$ cat src/rtl/ir_adc_serial_reader_if.sv
// ADC pins plus sample/status outputs of ir_adc_serial_reader.
// master = reader side; slave = ADC pins, control source and filter side.
interface ir_adc_serial_reader_if;
   logic       enable;
   logic       clear_err;
   logic       adc_sdo;
   logic       adc_cs_n;
   logic       adc_sclk;
   logic [7:0] IR_ADC_Value;
   logic       sample_valid;
   logic       busy;
   logic       frame_err;

   modport master (
      input  enable, clear_err, adc_sdo,
      output adc_cs_n, adc_sclk, IR_ADC_Value, sample_valid, busy, frame_err
   );

   modport slave (
      output enable, clear_err, adc_sdo,
      input  adc_cs_n, adc_sclk, IR_ADC_Value, sample_valid, busy, frame_err
   );
endinterface

$ cat src/rtl/ir_adc_serial_reader.sv
// Periodic serial ADC reader; start edge to sample_valid is CLK_DIV*(2*FRAME_BITS+2) cycles.
// No backpressure: each sample pulses sample_valid once and is held until the next one.
module ir_adc_serial_reader #(
   parameter int CLK_DIV       = 4,
   parameter int FRAME_BITS    = 16,
   parameter int LEAD_BITS     = 3,
   parameter int SAMPLE_PERIOD = 256
) (
   input  logic                   CLK_Filter,
   input  logic                   rst_n,
   ir_adc_serial_reader_if.master bus
);
   localparam int HC_W = (CLK_DIV > 1) ? $clog2(CLK_DIV) : 1;
   localparam int N_W  = $clog2(FRAME_BITS + 1);
   localparam int PC_W = (SAMPLE_PERIOD > 1) ? $clog2(SAMPLE_PERIOD) : 1;

   localparam logic [HC_W-1:0] HC_LAST = HC_W'(CLK_DIV - 1);
   localparam logic [N_W-1:0]  N_LAST  = N_W'(FRAME_BITS - 1);
   localparam logic [N_W-1:0]  N_DAT0  = N_W'(LEAD_BITS);
   localparam logic [N_W-1:0]  N_DAT7  = N_W'(LEAD_BITS + 7);
   localparam logic [PC_W-1:0] PC_LAST = PC_W'(SAMPLE_PERIOD - 1);

   typedef enum logic [1:0] {IDLE, CS_SETUP, SHIFT, CS_HOLD} state_t;

   state_t          r_state;
   logic [HC_W-1:0] r_hc;
   logic [N_W-1:0]  r_n;
   logic [PC_W-1:0] r_pcnt;
   logic [7:0]      r_shift;
   logic            r_lead_err;
   logic            r_cs_n;
   logic            r_sclk;
   logic            r_valid;
   logic            r_busy;
   logic            r_err;
   logic [7:0]      r_value;
   logic            w_hc_last;

   assign w_hc_last = (r_hc == HC_LAST);

   always_ff @(posedge CLK_Filter or negedge rst_n) begin
      if (!rst_n)
         r_pcnt <= '0;
      else if (!bus.enable || r_pcnt == PC_LAST)
         r_pcnt <= '0;
      else
         r_pcnt <= r_pcnt + 1'b1;
   end

   always_ff @(posedge CLK_Filter or negedge rst_n) begin
      if (!rst_n) begin
         r_state    <= IDLE;
         r_hc       <= '0;
         r_n        <= '0;
         r_shift    <= '0;
         r_lead_err <= 1'b0;
         r_cs_n     <= 1'b1;
         r_sclk     <= 1'b1;
         r_valid    <= 1'b0;
         r_busy     <= 1'b0;
         r_err      <= 1'b0;
         r_value    <= '0;
      end else begin
         r_valid <= 1'b0;
         // A set on the CS_HOLD exit edge below overrides this clear.
         if (bus.clear_err)
            r_err <= 1'b0;
         case (r_state)
            IDLE: begin
               if (bus.enable && r_pcnt == '0) begin
                  r_state    <= CS_SETUP;
                  r_cs_n     <= 1'b0;
                  r_busy     <= 1'b1;
                  r_hc       <= '0;
                  r_n        <= '0;
                  r_lead_err <= 1'b0;
               end
            end
            CS_SETUP: begin
               r_hc <= w_hc_last ? '0 : r_hc + 1'b1;
               if (w_hc_last)
                  r_state <= SHIFT;
            end
            SHIFT: begin
               r_hc <= w_hc_last ? '0 : r_hc + 1'b1;
               if (w_hc_last) begin
                  r_sclk <= ~r_sclk;
                  // sclk currently low: this toggle is a rising edge, so sample bit r_n.
                  if (!r_sclk) begin
                     if (r_n < N_DAT0) begin
                        if (bus.adc_sdo)
                           r_lead_err <= 1'b1;
                     end else if (r_n <= N_DAT7) begin
                        r_shift <= {r_shift[6:0], bus.adc_sdo};
                     end
                     r_n <= r_n + 1'b1;
                     if (r_n == N_LAST)
                        r_state <= CS_HOLD;
                  end
               end
            end
            CS_HOLD: begin
               r_hc <= w_hc_last ? '0 : r_hc + 1'b1;
               if (w_hc_last) begin
                  r_state <= IDLE;
                  r_cs_n  <= 1'b1;
                  r_busy  <= 1'b0;
                  r_value <= r_shift;
                  r_valid <= 1'b1;
                  if (r_lead_err)
                     r_err <= 1'b1;
               end
            end
            default: r_state <= IDLE;
         endcase
      end
   end

   assign bus.adc_cs_n     = r_cs_n;
   assign bus.adc_sclk     = r_sclk;
   assign bus.IR_ADC_Value = r_value;
   assign bus.sample_valid = r_valid;
   assign bus.busy         = r_busy;
   assign bus.frame_err    = r_err;
endmodule
$ cat src/flat_wrapper.sv
// flat-port wrapper written by rule: the top's interface ports become plain ports
module ir_adc_serial_reader_flat 
#(
   parameter int CLK_DIV       = 4,
   parameter int FRAME_BITS    = 16,
   parameter int LEAD_BITS     = 3,
   parameter int SAMPLE_PERIOD = 256
)
  (CLK_Filter, rst_n, bus_enable, bus_clear_err, bus_adc_sdo, bus_adc_cs_n, bus_adc_sclk, bus_IR_ADC_Value, bus_sample_valid, bus_busy, bus_frame_err);
  ir_adc_serial_reader_if bus_i ();
  input  logic CLK_Filter;
  input  logic rst_n;
  input wire logic [$bits(bus_i.enable)-1:0] bus_enable;
  input wire logic [$bits(bus_i.clear_err)-1:0] bus_clear_err;
  input wire logic [$bits(bus_i.adc_sdo)-1:0] bus_adc_sdo;
  output wire logic [$bits(bus_i.adc_cs_n)-1:0] bus_adc_cs_n;
  output wire logic [$bits(bus_i.adc_sclk)-1:0] bus_adc_sclk;
  output wire logic [$bits(bus_i.IR_ADC_Value)-1:0] bus_IR_ADC_Value;
  output wire logic [$bits(bus_i.sample_valid)-1:0] bus_sample_valid;
  output wire logic [$bits(bus_i.busy)-1:0] bus_busy;
  output wire logic [$bits(bus_i.frame_err)-1:0] bus_frame_err;
  assign bus_i.enable = bus_enable;
  assign bus_i.clear_err = bus_clear_err;
  assign bus_i.adc_sdo = bus_adc_sdo;
  assign bus_adc_cs_n = bus_i.adc_cs_n;
  assign bus_adc_sclk = bus_i.adc_sclk;
  assign bus_IR_ADC_Value = bus_i.IR_ADC_Value;
  assign bus_sample_valid = bus_i.sample_valid;
  assign bus_busy = bus_i.busy;
  assign bus_frame_err = bus_i.frame_err;
  ir_adc_serial_reader #(.CLK_DIV(CLK_DIV), .FRAME_BITS(FRAME_BITS), .LEAD_BITS(LEAD_BITS), .SAMPLE_PERIOD(SAMPLE_PERIOD)) u_core (.CLK_Filter(CLK_Filter), .rst_n(rst_n), .bus(bus_i));
endmodule
$ cat config.mk
export PLATFORM = sky130hd
export DESIGN_NAME = ir_adc_serial_reader_flat
export DESIGN_NICKNAME = d
export VERILOG_FILES = /design/src/rtl/ir_adc_serial_reader_if.sv /design/src/rtl/ir_adc_serial_reader.sv /design/src/flat_wrapper.sv
export SDC_FILE = /design/constraint.sdc
export NUM_CORES = 1
export LEC_CHECK = 0
export CORE_MARGIN = 2
export CORE_UTILIZATION = 50
export DETAILED_ROUTE_END_ITERATION = 6
export DONT_BUFFER_PORTS = 1
export GPL_ROUTABILITY_DRIVEN = 0
export HOLD_SLACK_MARGIN = 0.03
export PLACE_DENSITY = 0.68
export SYNTH_ARGS = -nofsm -noshare
export SYNTH_HDL_FRONTEND = slang
export SYNTH_SLANG_ARGS = --single-unit
export TNS_END_PERCENT = 20
$ cat constraint.sdc
create_clock -name CLK_Filter -period 3.2 [get_ports CLK_Filter]
set_clock_uncertainty 0.05 [all_clocks]
set_input_delay 0.64 -clock CLK_Filter [delete_from_list [all_inputs] [get_ports CLK_Filter]]
set_output_delay 0.64 -clock CLK_Filter [all_outputs]
set_load 0.005 [all_outputs]
; Yosys cells after proc, flatten, opt, wreduce, memory -nomap -nowiden
; Cells that the tools add are included.
[classes]
n_addsub = 3
magnitude_cmp = 2
n_eq_ne = 14
muxes = 32
bitwise = 2
reduce_logical = 15
[ops]
columns = operator, n
row1 = 2-to-1 mux 2 bit, 8
row2 = 2-to-1 mux 5 bit, 3
row3 = 2-to-1 mux 1 bit, 14
row4 = != test 2 x 1 -> 1 bit (second input constant), 6
row5 = AND reduction 6 bit, 2
row6 = case mux 5 bit (2 select lines), 1
row7 = adder 8 x 1 -> 8 bit (second input constant), 1
row8 = equality test 8 bit (second input constant), 1
row9 = logical NOT 8 bit, 1
row10 = 2-to-1 mux 8 bit, 1
row11 = case mux 2 bit (4 select lines), 1
row12 = equality test 2 bit (second input constant), 3
row13 = case mux 1 bit (2 select lines), 3
row14 = adder 5 x 1 -> 5 bit (second input constant), 1
row15 = equality test 5 x 4 -> 1 bit (second input constant), 1
row16 = less-or-equal comparator 5 x 4 -> 1 bit (second input constant), 1
row17 = less-than comparator 5 x 2 -> 1 bit (second input constant), 1
row18 = AND reduction 5 bit, 1
row19 = != test 2 bit (second input constant), 2
row20 = case mux 2 bit (2 select lines), 1
row21 = AND reduction 2 bit, 2
row22 = AND reduction 4 bit, 1
row23 = nonzero test 2 bit, 2
row24 = AND reduction 3 bit, 1
row25 = other kinds (8), 9
[word_totals]
regBits = 39
in_bits = 5
output_inout_bits = 13
wordCells = 80

; Longest topological paths before layout
[logic_depth]
word_depth = 5
mapped_depth = 7
mapped_depth_nobuf = 6

; Worst setup path before layout
; OpenSTA, ideal clock, no wires.
[synth_path]
path_kind = register to register
startpoint = register u_core.r_state[0]
endpoint = register u_core.r_shift[0]
setup_time_ns = 0.125
arrival_ns = 2.055
required_ns = 3.025
path_slack_ns = 0.971
stages_incl_launch_ff = 8
n_path_buf = 2
period_less_slack_ns = 2.229
path_cell_list = dfrtp_1 inv_1 ha_1 clkbuf_1 o41ai_1 or4b_2 clkbuf_1 mux2_2
[synth_between]
elab_chain_len = 2
[synth_lines]
columns = element, line
row1 = from (decl), ir_adc_serial_reader.sv:25  ; state_t r_state;
row2 = from (signal assigned), ir_adc_serial_reader.sv:52  ; r_state <= IDLE;
row3 = from (signal assigned), ir_adc_serial_reader.sv:71  ; r_state <= CS_SETUP;
row4 = from (signal assigned), ir_adc_serial_reader.sv:82  ; r_state <= SHIFT;
row5 = equality test 2 bit, ir_adc_serial_reader.sv:68  ; case (r_state)
row6 = AND reduction 5 bit (no line), --
row7 = to (signal assigned), ir_adc_serial_reader.sv:94  ; r_shift <= {r_shift[6:0], bus.adc_sdo};
row8 = to (decl), ir_adc_serial_reader.sv:29  ; logic [7:0] r_shift;
; Every way passes these cells.
; A chain may end at the register's enable or synchronous reset.

; Worst setup path after layout
[layout_path]
startpoint = register u_core.r_pcnt[2]
endpoint = register u_core.r_state[1]
[layout_between]
elab_chain_len = 4
[layout_lines]
columns = element, line
row1 = from (decl), ir_adc_serial_reader.sv:28  ; logic [PC_W-1:0] r_pcnt;
row2 = from (signal assigned), ir_adc_serial_reader.sv:47  ; r_pcnt <= r_pcnt + 1'b1;
row3 = logical NOT 8 bit, ir_adc_serial_reader.sv:70  ; if (bus.enable && r_pcnt == '0) begin
row4 = logical AND 1 bit, ir_adc_serial_reader.sv:70
row5 = != test 2 x 1 -> 1 bit (no line), --
row6 = AND reduction 6 bit (no line), --
row7 = to (signal assigned), ir_adc_serial_reader.sv:71
row8 = to (signal assigned), ir_adc_serial_reader.sv:82
row9 = to (signal assigned), ir_adc_serial_reader.sv:98  ; r_state <= CS_HOLD;
; Every way passes these cells.

==> results.json <==
{
  "outcome": "finished, final reports clean",
  "final_common_cell": "dfrtp_1",
  "hold_class": "input port to async pin",
  "drc": 0,
  "root_buffer": "clkbuf_8",
  "startpoint_type": "flop",
  "wl_met2_um": 1650,
  "async_flop_share": 1.00,
  "clock_latency_ns": 0.29,
  "power.density_nw_per_um2": 732,
  "layout-drive-gt1-share": 0.186,
  "met1Wirelength_um": 1510,
  "syn_to_final_growth_pct": 9.85,
  "rsz0062_at_grt": "false",
  "relSlewSlack": 0.514,
  "cts_num_sinks": 39,
  "hold_violations": 0,
  "synth_nets": 171,
  "seq_area_frac_synth": 0.531,
  "grt_pass1_vias": 1204,
  "drtPass1Iterations": 5,
  "cp_data_required_time_ns": 3.33,
  "wl_met3_um": 168,
  "die-area_um2": 4180,
  "cp-end-kind": "flop",
  "vdd_drop_max_mv": 0.520,
  "cts_buffers": 5,
  "max_freq_mhz": 407,
  "initialDrtViolationCount": 85,
  "dp_cells": 200,
  "layout.cells.non_filler": 209,
  "diodes": 0,
  "tightest_slew_ns": 0.720,
  "crit_fanout": 13,
  "leakage_nw": 0.981,
  "fp.dieW_um": 64.7,
  "setup_viol": 0,
  "power_mw": 1.48,
  "initial_utilization": 0.511,
  "synth_edf_count": 0,
  "avgSynthCellArea_um2": 11.9,
  "grtUsageTotal": 0.178,
  "die_y_um": 64.7,
  "fin_crit_sh": 0.767,
  "critPathKind": "flop to flop",
  "post_cts_buffers": 0,
  "gr-total-overflow": 0,
  "layout_common_cells": "37 x dfrtp_1, 16 x mux2_2, 11 x inv_1, 11 x ha_1",
  "hpwl_um": 2370,
  "drv_slew": 0,
  "port_buffers": 0,
  "post_drt_wl_per_cell_um": 16.1,
  "grt_pass1_wl_um": 5660,
  "fill_cells": 311,
  "fin_setup_tns_ns": 0,
  "routed_wl_um": 3360,
  "antenna_found_initial": 0,
  "nets": 176,
  "htreeDepth": 2,
  "drv_cap": 0,
  "grt_start_max_net_pins": 38,
  "cts_tree": "done",
  "rows": 22,
  "vias_per_cell": 5.57,
  "min_period_ns": 2.46,
  "io_pins": 18,
  "highest_layer": "met4",
  "ys.flop_type": "dfrtp_1",
  "path_clk_slew_ns": 0.08,
  "final_antenna_net_count": 0,
  "synth.distinct_cells": 41,
  "core-area_um2": 3610,
  "vias": 1165,
  "synth_warnings": 0,
  "clockBufferDepth": 2,
  "syn_area_um2": 1840,
  "crit_arrival_ns": 2.58,
  "ys_ff_latch": 39,
  "syn-instance-count": 155
}
==> report_power, final <==
part	switching [mW]	internal, mW
Sequential	0.0725	0.580
Combinational	0.234	0.187
Clock	0.175	0.232
==> worst paths after layout <==
kind	depth (start not counted)	from	endpoint	slack, ns
setup / recovery	4	u_core.r_pcnt[2]	u_core.r_state[1]	0.74
hold / removal	1	rst_n	u_core.bus.IR_ADC_Value[2]	0.12
setup reg to reg	4	u_core.r_pcnt[2]	u_core.r_state[1]	0.74
hold reg to reg	2	u_core.r_hc[1]	u_core.r_hc[1]	0.46
max in group asynchronous	1	rst_n	u_core.r_hc[1]	2.79
min in group CLK_Filter	1	bus_enable	u_core.r_pcnt[7]	0.41
==> cell type report <==
class	instances	area, um^2	area share
Inverter	11	41.3	0.0204
Multi-Input combinational cell	102	811	0.401
Clock inverter	3	43.8	0.0216
Sequential cell	39	978	0.484
Clock buffer	5	68.8	0.0340
Tap cell	48	60.1	0.0297
Timing Repair Buffer	1	20.0	0.00989
==> synth_stat cells (all sizes together) (3+ instances only) <==
cell type	n	area, um^2
nor2	8	30.0
inv	11	41.3
xnor2	3	26.3
and2	3	18.8
xor2	3	26.3
dfrtp	37	926
nand3	5	25.0
and3	4	25.0
mux2	17	195
nand2	7	26.3
o21ai	8	40.0
ha	11	138
clkbuf	3	11.3
nor2b	3	18.8
==> worst max-delay path, cell delays in order (launching register included) <==
cell and delay (ns):
dfrtp_1 0.44, or4_1 0.58, o41a_1 0.51, or3_4 0.47, mux2_4 0.30
==> flip-flops by register name, indices dropped and copies added, names as in the netlist <==
signal                   flops
u_core.bus.IR_ADC_Value      8
u_core.r_pcnt                8
u_core.r_shift               8
u_core.r_n                   5
u_core.r_hc                  2
u_core.r_state               2
u_core.bus.adc_cs_n          1
u_core.bus.adc_sclk          1
u_core.bus.busy              1
u_core.bus.frame_err         1
u_core.bus.sample_valid      1
u_core.r_lead_err            1
==> metal layers <==
| layer | GRT usage | vias up |
|---|---|---|
| met5 | 0 | - |
| met4 | 0.0426 | 0 |
| met3 | 0.0573 | 5 |
| met2 | 0.309 | 30 |
| met1 | 0.216 | 566 |
| li1 | - | 564 |
==> cell families after synthesis <==
kind of cell / share of synthesized area
simple gates: 0.124
flops: 0.531
compound gates: 0.102
mux: 0.111
buf+inv: 0.0285
fa+ha+maj: 0.0747
xor+xnor: 0.0285
==> stage by stage <==
step           instance area (um^2)  hold slack, ns  utilization  setup WS, ns
6_report                       2020           0.122        0.561         0.745
5_1_grt                        2020           0.119        0.561         0.703
4_1_cts                        2020           0.133        0.561         0.768
3_5_place_dp                   1890           0.295        0.524         0.784
3_3_place_gp                   1890           0.295        0.524         0.841
2_1_floorplan                  1840           0.294            -         0.971
==> timing repair <==
action	CTS	global route
endpoints found under the hold margin	37	0
gates resized for setup	0	0
hold buffers	1	0
No activity file was read; power rests on OpenSTA's default activity.
